File: config.mk
export PLATFORM = sky130hd
export DESIGN_NAME = layer_input_buffer_flat
export DESIGN_NICKNAME = d
export VERILOG_FILES = /design/src/rtl/layer_input_buffer_if.sv /design/src/rtl/layer_input_buffer.sv /design/src/flat_wrapper.sv
export SDC_FILE = /design/constraint.sdc
export NUM_CORES = 1
export LEC_CHECK = 0
export CAP_MARGIN = 20
export CORE_UTILIZATION = 48
export CTS_BUF_LIST = sky130_fd_sc_hd__clkbuf_4
export CTS_CLUSTER_DIAMETER = 60
export DETAILED_ROUTE_END_ITERATION = 8
export GPL_ROUTABILITY_DRIVEN = 0
export PLACE_DENSITY = 0.95
export REMOVE_ABC_BUFFERS = 1
export SLEW_MARGIN = 25
export SYNTH_ARGS = -nofsm -noshare
export SYNTH_HDL_FRONTEND = slang
export SYNTH_SLANG_ARGS = --single-unit
File: constraint.sdc
create_clock -name clk -period 3.9 [get_ports clk]
set_input_delay 1.17 -clock clk [delete_from_list [all_inputs] [get_ports clk]]
set_output_delay 1.17 -clock clk [all_outputs]
set_load 0.005 [all_outputs]
File: src/rtl/layer_input_buffer_if.sv
// Serial sample input and result output handshakes
// for the layer input buffer.
interface layer_input_buffer_if #(
  parameter int DATA_W = 8
);
  logic              in_valid;
  logic              in_ready;
  logic [DATA_W-1:0] in_data;
  logic              out_valid;
  logic              out_ready;
  logic [DATA_W-1:0] out_data;

  modport master (
    output in_valid, in_data, out_ready,
    input  in_ready, out_valid, out_data
  );

  modport slave (
    input  in_valid, in_data, out_ready,
    output in_ready, out_valid, out_data
  );
endinterface

File: src/rtl/layer_input_buffer.sv
// Staging buffer for one neuron layer: serial fill,
// parallel present, feedback capture, serial drain.
module layer_input_buffer #(
  parameter int DATA_W   = 8,
  parameter int N_CH     = 4,
  parameter int N_LAYERS = 3,
  localparam int LW = (N_LAYERS > 1) ? $clog2(N_LAYERS) : 1,
  localparam int CW = $clog2(N_CH + 1)
) (
  input  logic                   clk,
  input  logic                   rstn,
  layer_input_buffer_if.slave    bus,
  input  logic [N_CH*DATA_W-1:0] neuron_out,
  input  logic                   fb_load,
  input  logic                   drain_start,
  input  logic                   clear,
  output logic [N_CH*DATA_W-1:0] layer_in,
  output logic                   layer_valid,
  output logic [LW-1:0]          layer_idx,
  output logic                   last_layer
);

  localparam logic [1:0] FILL  = 2'd0;
  localparam logic [1:0] FULL  = 2'd1;
  localparam logic [1:0] DRAIN = 2'd2;

  logic [1:0]        state;
  logic [CW-1:0]     count;
  logic [LW-1:0]     idx;
  logic [DATA_W-1:0] slot [N_CH];

  always_ff @(posedge clk) begin
    if (!rstn || clear) begin
      state <= FILL;
      count <= '0;
      idx   <= '0;
      for (int i = 0; i < N_CH; i++)
        slot[i] <= '0;
    end else begin
      case (state)
        FILL: begin
          if (bus.in_valid) begin
            slot[0] <= bus.in_data;
            for (int i = 1; i < N_CH; i++)
              slot[i] <= slot[i-1];
            count <= count + 1'b1;
            if (count == CW'(N_CH - 1))
              state <= FULL;
          end
        end
        FULL: begin
          // fb_load wins; a coincident drain_start is dropped
          if (fb_load) begin
            for (int i = 0; i < N_CH; i++)
              slot[i] <= neuron_out[i*DATA_W +: DATA_W];
            if (!last_layer)
              idx <= idx + 1'b1;
          end else if (drain_start) begin
            state <= DRAIN;
            count <= CW'(N_CH);
          end
        end
        DRAIN: begin
          if (bus.out_ready) begin
            slot[0] <= '0;
            for (int i = 1; i < N_CH; i++)
              slot[i] <= slot[i-1];
            count <= count - 1'b1;
            if (count == CW'(1)) begin
              state <= FILL;
              count <= '0;
              idx   <= '0;
            end
          end
        end
        default: state <= FILL;
      endcase
    end
  end

  assign bus.in_ready  = rstn && (state == FILL);
  assign layer_valid   = rstn && (state == FULL);
  assign bus.out_valid = rstn && (state == DRAIN);
  assign bus.out_data  = bus.out_valid ? slot[N_CH-1] : '0;
  assign layer_idx     = idx;
  assign last_layer    = (idx == LW'(N_LAYERS - 1));

  always_comb begin
    layer_in = '0;
    if (rstn)
      for (int i = 0; i < N_CH; i++)
        layer_in[i*DATA_W +: DATA_W] = slot[i];
  end

endmodule

File: src/flat_wrapper.sv
// flat-port wrapper written by rule: the top's interface ports become plain ports
module layer_input_buffer_flat 
#(
  parameter int DATA_W   = 8,
  parameter int N_CH     = 4,
  parameter int N_LAYERS = 3,
  localparam int LW = (N_LAYERS > 1) ? $clog2(N_LAYERS) : 1,
  localparam int CW = $clog2(N_CH + 1)
)
  (clk, rstn, neuron_out, fb_load, drain_start, clear, layer_in, layer_valid, layer_idx, last_layer, bus_in_valid, bus_in_data, bus_out_ready, bus_in_ready, bus_out_valid, bus_out_data);
  layer_input_buffer_if #(.DATA_W(DATA_W)) bus_i ();
  input  logic clk;
  input  logic rstn;
  input  logic [N_CH*DATA_W-1:0] neuron_out;
  input  logic fb_load;
  input  logic drain_start;
  input  logic clear;
  output logic [N_CH*DATA_W-1:0] layer_in;
  output logic layer_valid;
  output logic [LW-1:0] layer_idx;
  output logic last_layer;
  input wire logic [$bits(bus_i.in_valid)-1:0] bus_in_valid;
  input wire logic [$bits(bus_i.in_data)-1:0] bus_in_data;
  input wire logic [$bits(bus_i.out_ready)-1:0] bus_out_ready;
  output wire logic [$bits(bus_i.in_ready)-1:0] bus_in_ready;
  output wire logic [$bits(bus_i.out_valid)-1:0] bus_out_valid;
  output wire logic [$bits(bus_i.out_data)-1:0] bus_out_data;
  assign bus_i.in_valid = bus_in_valid;
  assign bus_i.in_data = bus_in_data;
  assign bus_i.out_ready = bus_out_ready;
  assign bus_in_ready = bus_i.in_ready;
  assign bus_out_valid = bus_i.out_valid;
  assign bus_out_data = bus_i.out_data;
  layer_input_buffer #(.DATA_W(DATA_W), .N_CH(N_CH), .N_LAYERS(N_LAYERS)) u_core (.clk(clk), .rstn(rstn), .bus(bus_i), .neuron_out(neuron_out), .fb_load(fb_load), .drain_start(drain_start), .clear(clear), .layer_in(layer_in), .layer_valid(layer_valid), .layer_idx(layer_idx), .last_layer(last_layer));
endmodule
==> metrics.cfg, run 1 <==
[sta]
min_period_over_period = 0.960
worst_slew_pin_slew_ns = 0.579
fmaxAchievable_mhz = 267
relSlewSlack = 0.614
layout_min_cycle_time_ns = 3.74
rsz0062_at_grt = false
fin_worst_skew_ns = 0.0188
hold_viol_final = 0
setup_viol = 0
fin_ws_ns = 0.155
drv_slew = 0
final.setup.tns_ns = 0

[layout]
n_antenna_cell = 0
fin_nets = 389
layoutNonFillerInstCount = 384
drive_gt1_frac = 0.0572
area_growth_pct = 44.1

[worst_setup_path]
critical_path.startpoint_type = primary input
required_ns = 2.73
crit_chain = clkdlybuf4s50_1 > buf_12 > and3_1 > clkdlybuf4s50_1
path_common_cell = clkdlybuf4s50_1
critPathLaunch = rstn
critPathMaxFanout = 46
r2r_start = u_core.state[0]
path_class = in -> out
slowest_delay_ns = 0.51
crit_path_end_kind = output pin
path_buf_inv = 3
crit_family = buffers and inverters
cp_slowest_cell = clkdlybuf4s50_1
critPathArrivalTime_ns = 2.57

[synth]
synthArstFlopShare = 0
synth_compound_area_frac = 0.204
ys_types = 38
syn-cell-area_um2 = 2310
syn_avg_cell_area_um2 = 9.46
synthSimpleGateAreaFrac = 0.234
synthAdderAreaFrac = 0.0597
ys.flop_type = edfxtp_1
yosysSeqAreaShare = 0.443
syn_inst = 244
muxShareOfSynthArea = 0
synth-edff-count = 24
synth-seq-cells = 39
synth_top_family_by_area = simple AND/OR/NAND/NOR gates
yosys.area_share.xor_xnor = 0
yosysWarnings = 0

[power]
p_leak_nw = 1.28
ir_worst_vdd_v = 0.000173
power.density_nw_per_um2 = 254

[placed_design]
post-place-ws_ns = 0.129
io_buffers = 92
dp_cells = 376
post-dp-hpwl_um = 4430

[clock_tree]
post_cts_resize_count = 0
cts_max_level = 2
cts_hold_buf = 0
clock_tree.buffer_depth = 2
cts-root-buf = clkbuf_4
clkTransAtPathRegs_ns = 0.11
clk_latency_ns = 0.34
post_cts_buffers = 0
clock-sinks = 39
cts_tree = done
cts-buffers-inserted = 5

[flow_run]
maxCapViolations = 0

[detailed_routing]
drc = 9
via_per_inst = 5.58
ant_nets = 0
vias = 2143
wirelength_um = 5680
drt_iter0_drc = 134
wl_per_cell_um = 14.8
dr.pass1.iters = 8

[die]
die_x_um = 71.3
num_rows = 24
design.core.area_um2 = 4470
die-area_um2 = 5090
start_util = 0.516
io_pins = 93
die_h_um = 71.3

[grt]
grt_pass1_vias = 2053
grt_usage = 0.232
grt_antenna_before_repair = 0
grt_max_degree = 47
overflow = 0
grt_pass1_wl_um = 9300

[worst_hold_path]
min_from = u_core.slot[0][4]
hold_class = reg -> reg

[status]
violations = DRC
outcome = finished, violations left

layout make-up:
| class | count | area [um^2] |
|---|---|---|
| clock buffer | 6 | 45.0 |
| clock inverter | 2 | 37.5 |
| fill | 324 | 1150 |
| inverter | 12 | 45.0 |
| multi-input combinational | 177 | 1150 |
| sequential | 39 | 1020 |
| tap | 52 | 65.1 |
| timing repair buffer | 96 | 963 |
routing by layer:
layer / up-vias / part of all wire / track usage
met5: - / 0 / 0
met4: 0 / 0.0067 / 0.0600
met3: 4 / 0.085 / 0.0563
met2: 115 / 0.51 / 0.419
met1: 989 / 0.40 / 0.275
li1: 1035 / - / -
cell usage after synthesis (2+ instances only):
cell type | n | area (um^2)
nor2_1 | 2 | 7.51
nor2b_1 | 2 | 12.5
clkbuf_1 | 6 | 22.5
a21oi_1 | 14 | 70.1
ha_1 | 11 | 138
buf_2 | 6 | 30.0
and2_1 | 37 | 231
and3_1 | 8 | 50.1
buf_4 | 2 | 15.0
dfxtp_1 | 15 | 300
nand3_1 | 2 | 10.0
inv_1 | 12 | 45.0
and4b_1 | 2 | 20.0
nand2_1 | 40 | 150
edfxtp_1 | 24 | 721
o21ai_0 | 10 | 50.1
nor3_1 | 2 | 10.0
nand2b_1 | 2 | 12.5
a22o_1 | 26 | 228
a211oi_1 | 2 | 15.0
a21oi_2 | 2 | 17.5
worst paths after layout:
| path | endpoint | slack, ns | depth (start not counted) |
|---|---|---|---|
| worst max register to register | u_core.slot[3][7] | 1.36 | 7 |
| worst max-delay path | bus_out_data[2] | 0.16 | 4 |
| worst min-delay path | u_core.slot[0][4] | 0.52 | 1 |
| worst min register to register | u_core.slot[0][4] | 0.52 | 1 |
through the flow:
stage                util  hold slack, ns  cell area [um^2]  power [mW]
detailed placement  0.725           0.491              3240       0.582
floorplan               -           0.464              2210       0.498
CTS                 0.743           0.520              3330       0.847
global placement    0.725           0.490              3240       0.578
finish              0.743           0.520              3330       0.845
global route        0.743           0.533              3330       0.876
cell families (layout without fill, tap and decap cells):
logic type | after synthesis | count (layout)
buf+inv | 28 | 116
compound gates | 65 | 65
fa+ha+maj | 11 | 11
flops | 39 | 39
simple gates | 101 | 101
registers in the layout (all words and copies together) (netlist names):
register,cells
u_core.state,2
u_core.slot,32
u_core.layer_idx,2
u_core.count,3
layout by cell type, fill, tap and decap left out, types with 2 or more instances in the layout:
master            n
buf_4             3
edfxtp_1         24
nand2b_1          2
ha_1             11
a21oi_1          14
o21ai_0          10
and3_1            8
clkbuf_4          6
and2_1           37
inv_1            12
a21oi_2           2
clkdlybuf4s50_1  92
nor3_1            2
a211oi_1          2
nand3_1           2
dfxtp_1          15
nand2_1          40
and4b_1           2
a22o_1           26
nor2b_1           2
nor2_1            2
power by group:
group          internal, mW  leakage [nW]  switching [mW]
combinational        0.0733         0.841          0.0422
clock                 0.142        0.0419           0.130
sequential            0.450         0.402         0.00804
(Power assumes the default switching activity.)
==> run 2: changes to the inputs <==
- CTS_CLUSTER_DIAMETER: 60 -> unset
==> results of run 2 <==
The final DEF is identical to that of run 1; final timing and power are the same.
==> RTL change (settings of run 2) <==
`N_LAYERS` is set to 3 in 2 places; all go to 2.
--- a/src/rtl/layer_input_buffer.sv
+++ b/src/rtl/layer_input_buffer.sv
@@ -4,5 +4,5 @@
   parameter int DATA_W   = 8,
   parameter int N_CH     = 4,
-  parameter int N_LAYERS = 3,
+  parameter int N_LAYERS = 2,
   localparam int LW = (N_LAYERS > 1) ? $clog2(N_LAYERS) : 1,
   localparam int CW = $clog2(N_CH + 1)
--- a/src/flat_wrapper.sv
+++ b/src/flat_wrapper.sv
@@ -4,5 +4,5 @@
   parameter int DATA_W   = 8,
   parameter int N_CH     = 4,
-  parameter int N_LAYERS = 3,
+  parameter int N_LAYERS = 2,
   localparam int LW = (N_LAYERS > 1) ? $clog2(N_LAYERS) : 1,
   localparam int CW = $clog2(N_CH + 1)
Ports: changed (resized layer_idx); port bits go from 93 to 92. The function was not compared with the original's and may differ.
==> RTL change against run 2 <==
- the flow still finishes with violations (design-rule violations)
- worst hold slack worse by 0.039 ns
- worst setup slack improved by 0.016 ns
- sequential share of layout area rose by 0.15 points
- power fell by 9.9%
- critical path type unchanged
- non-clock buffer count decreased by 3
- highest routed layer unchanged
- sequential cell count is 1 lower
- utilization decreased by 1.8 points
- via count fell by 3.2%
- design area is 2.4% lower
- synthesized area shrank 0.60%
- wire length is 0.90% lower
- largest power group unchanged
- critical endpoint is now layer_in[15]
==> RTL change: results <==
export IMPL_first_iter_violations=110
export IMPL_reg_top3="u_core.slot x32, u_core.count x3, u_core.state x2"
export IMPL_post_drt_wl_per_cell_um=14.7
export IMPL_clock_area_share_pct=1.66
export IMPL_arrival_ns=2.56
export IMPL_drive_above_1_share_pct=5.42
export IMPL_clk_power_uw=198
export IMPL_layout_nonclk_buf_share_pct=28.9
export IMPL_ys_top_cells_by_area="edfxtp_1 (31%), dfxtp_1 (12%), and2_1 (9.8%)"
export IMPL_holdPathEnd="u_core.slot[0][1]"
export IMPL_r2r_end="u_core.slot[3][0]"
export IMPL_dpl_instance_area_um2=3190
export IMPL_hold_start="u_core.slot[0][1]"
export IMPL_combinationalPowerShare_pct=15.3
export IMPL_firstDrtPassIters=7
export IMPL_peakVddDrop_mv=0.150
export IMPL_cts_sinks=38
export IMPL_critPathLaunch="rstn"
export IMPL_dpl_worst_slack_ns=0.170
export IMPL_grt_use_total_pct=23.7
export IMPL_endpoint="layer_in[15]"
export IMPL_inverters=10
export IMPL_failed_checks="design-rule violations"
export IMPL_syn_avg_cell_area_um2=9.29
export IMPL_synth_common_cells="nand2_1 (50), and2_1 (36), edfxtp_1 (24), o21ai_1 (17), dfxtp_1 (14)"
export IMPL_syn_inst=247
export IMPL_grt_pass1_vias=2080
export IMPL_reg2reg_depth=5
export IMPL_outcome="complete, but fails checks"
export IMPL_nFillCells=339
export IMPL_yosysSeqAreaShare_pct=43.6
export IMPL_utilization_pct=72.5
export IMPL_swShare_pct=23.0
export IMPL_hold_depth=2
export IMPL_p_int_uw=586
export IMPL_finClkSkew_ns=0.00766
export IMPL_cellLeakagePower_nw=1.23
export IMPL_multi_input_gates=183
export IMPL_via_count=2075
export IMPL_synth_top_area_share_pct=31.4
export IMPL_nets=388
export IMPL_hpwl_um=4400
export IMPL_port_buffers=91
export IMPL_drc=7
export IMPL_fmax_ghz=0.268
export IMPL_slew_headroom_pct=59.6
export IMPL_grt_pass1_wl_um=9250
export IMPL_seq_share_pct=30.9
export IMPL_rrSetupSlack_ns=1.53
export IMPL_insertion_delay_ns=0.34
-- RTL change: cell types whose count changed in the layout (fill, tap and decap cells not counted), sizes merged, moves of 2 or more --
cell,change
a21oi,-2
o21ai,+9
nand2,+10
clkinv,+2
buf,-2
a22oi,+8
inv,-2
nand2b,+2
a22o,-18
-- RTL change: worst max-delay path: stages --
cell and delay (ns):
clkdlybuf4s50_1 0.50, buf_12 0.19, and2_1 0.17, clkdlybuf4s50_1 0.52
-- RTL change: logic make-up (layout without fill, tap and decap cells) --
group                      after synthesis  after routing  synth area share, %
DFF                                     38             38                 43.6
adders and majority gates               10             10                 5.46
AOI/OAI and AO/OA                       59             59                 17.2
buffers and inverters                   26            111                 6.27
and+or+nand+nor                        114            114                 27.4
-- RTL change: metal layers --
metal | up-vias | routed length (µm) | global-route usage [%]
met1 | 958 | 2090 | 25.4
met4 | 0 | 112 | 8.00
met3 | 11 | 440 | 5.27
li1 | 1022 | - | -
met5 | - | 0 | 0
met2 | 84 | 2990 | 45.6
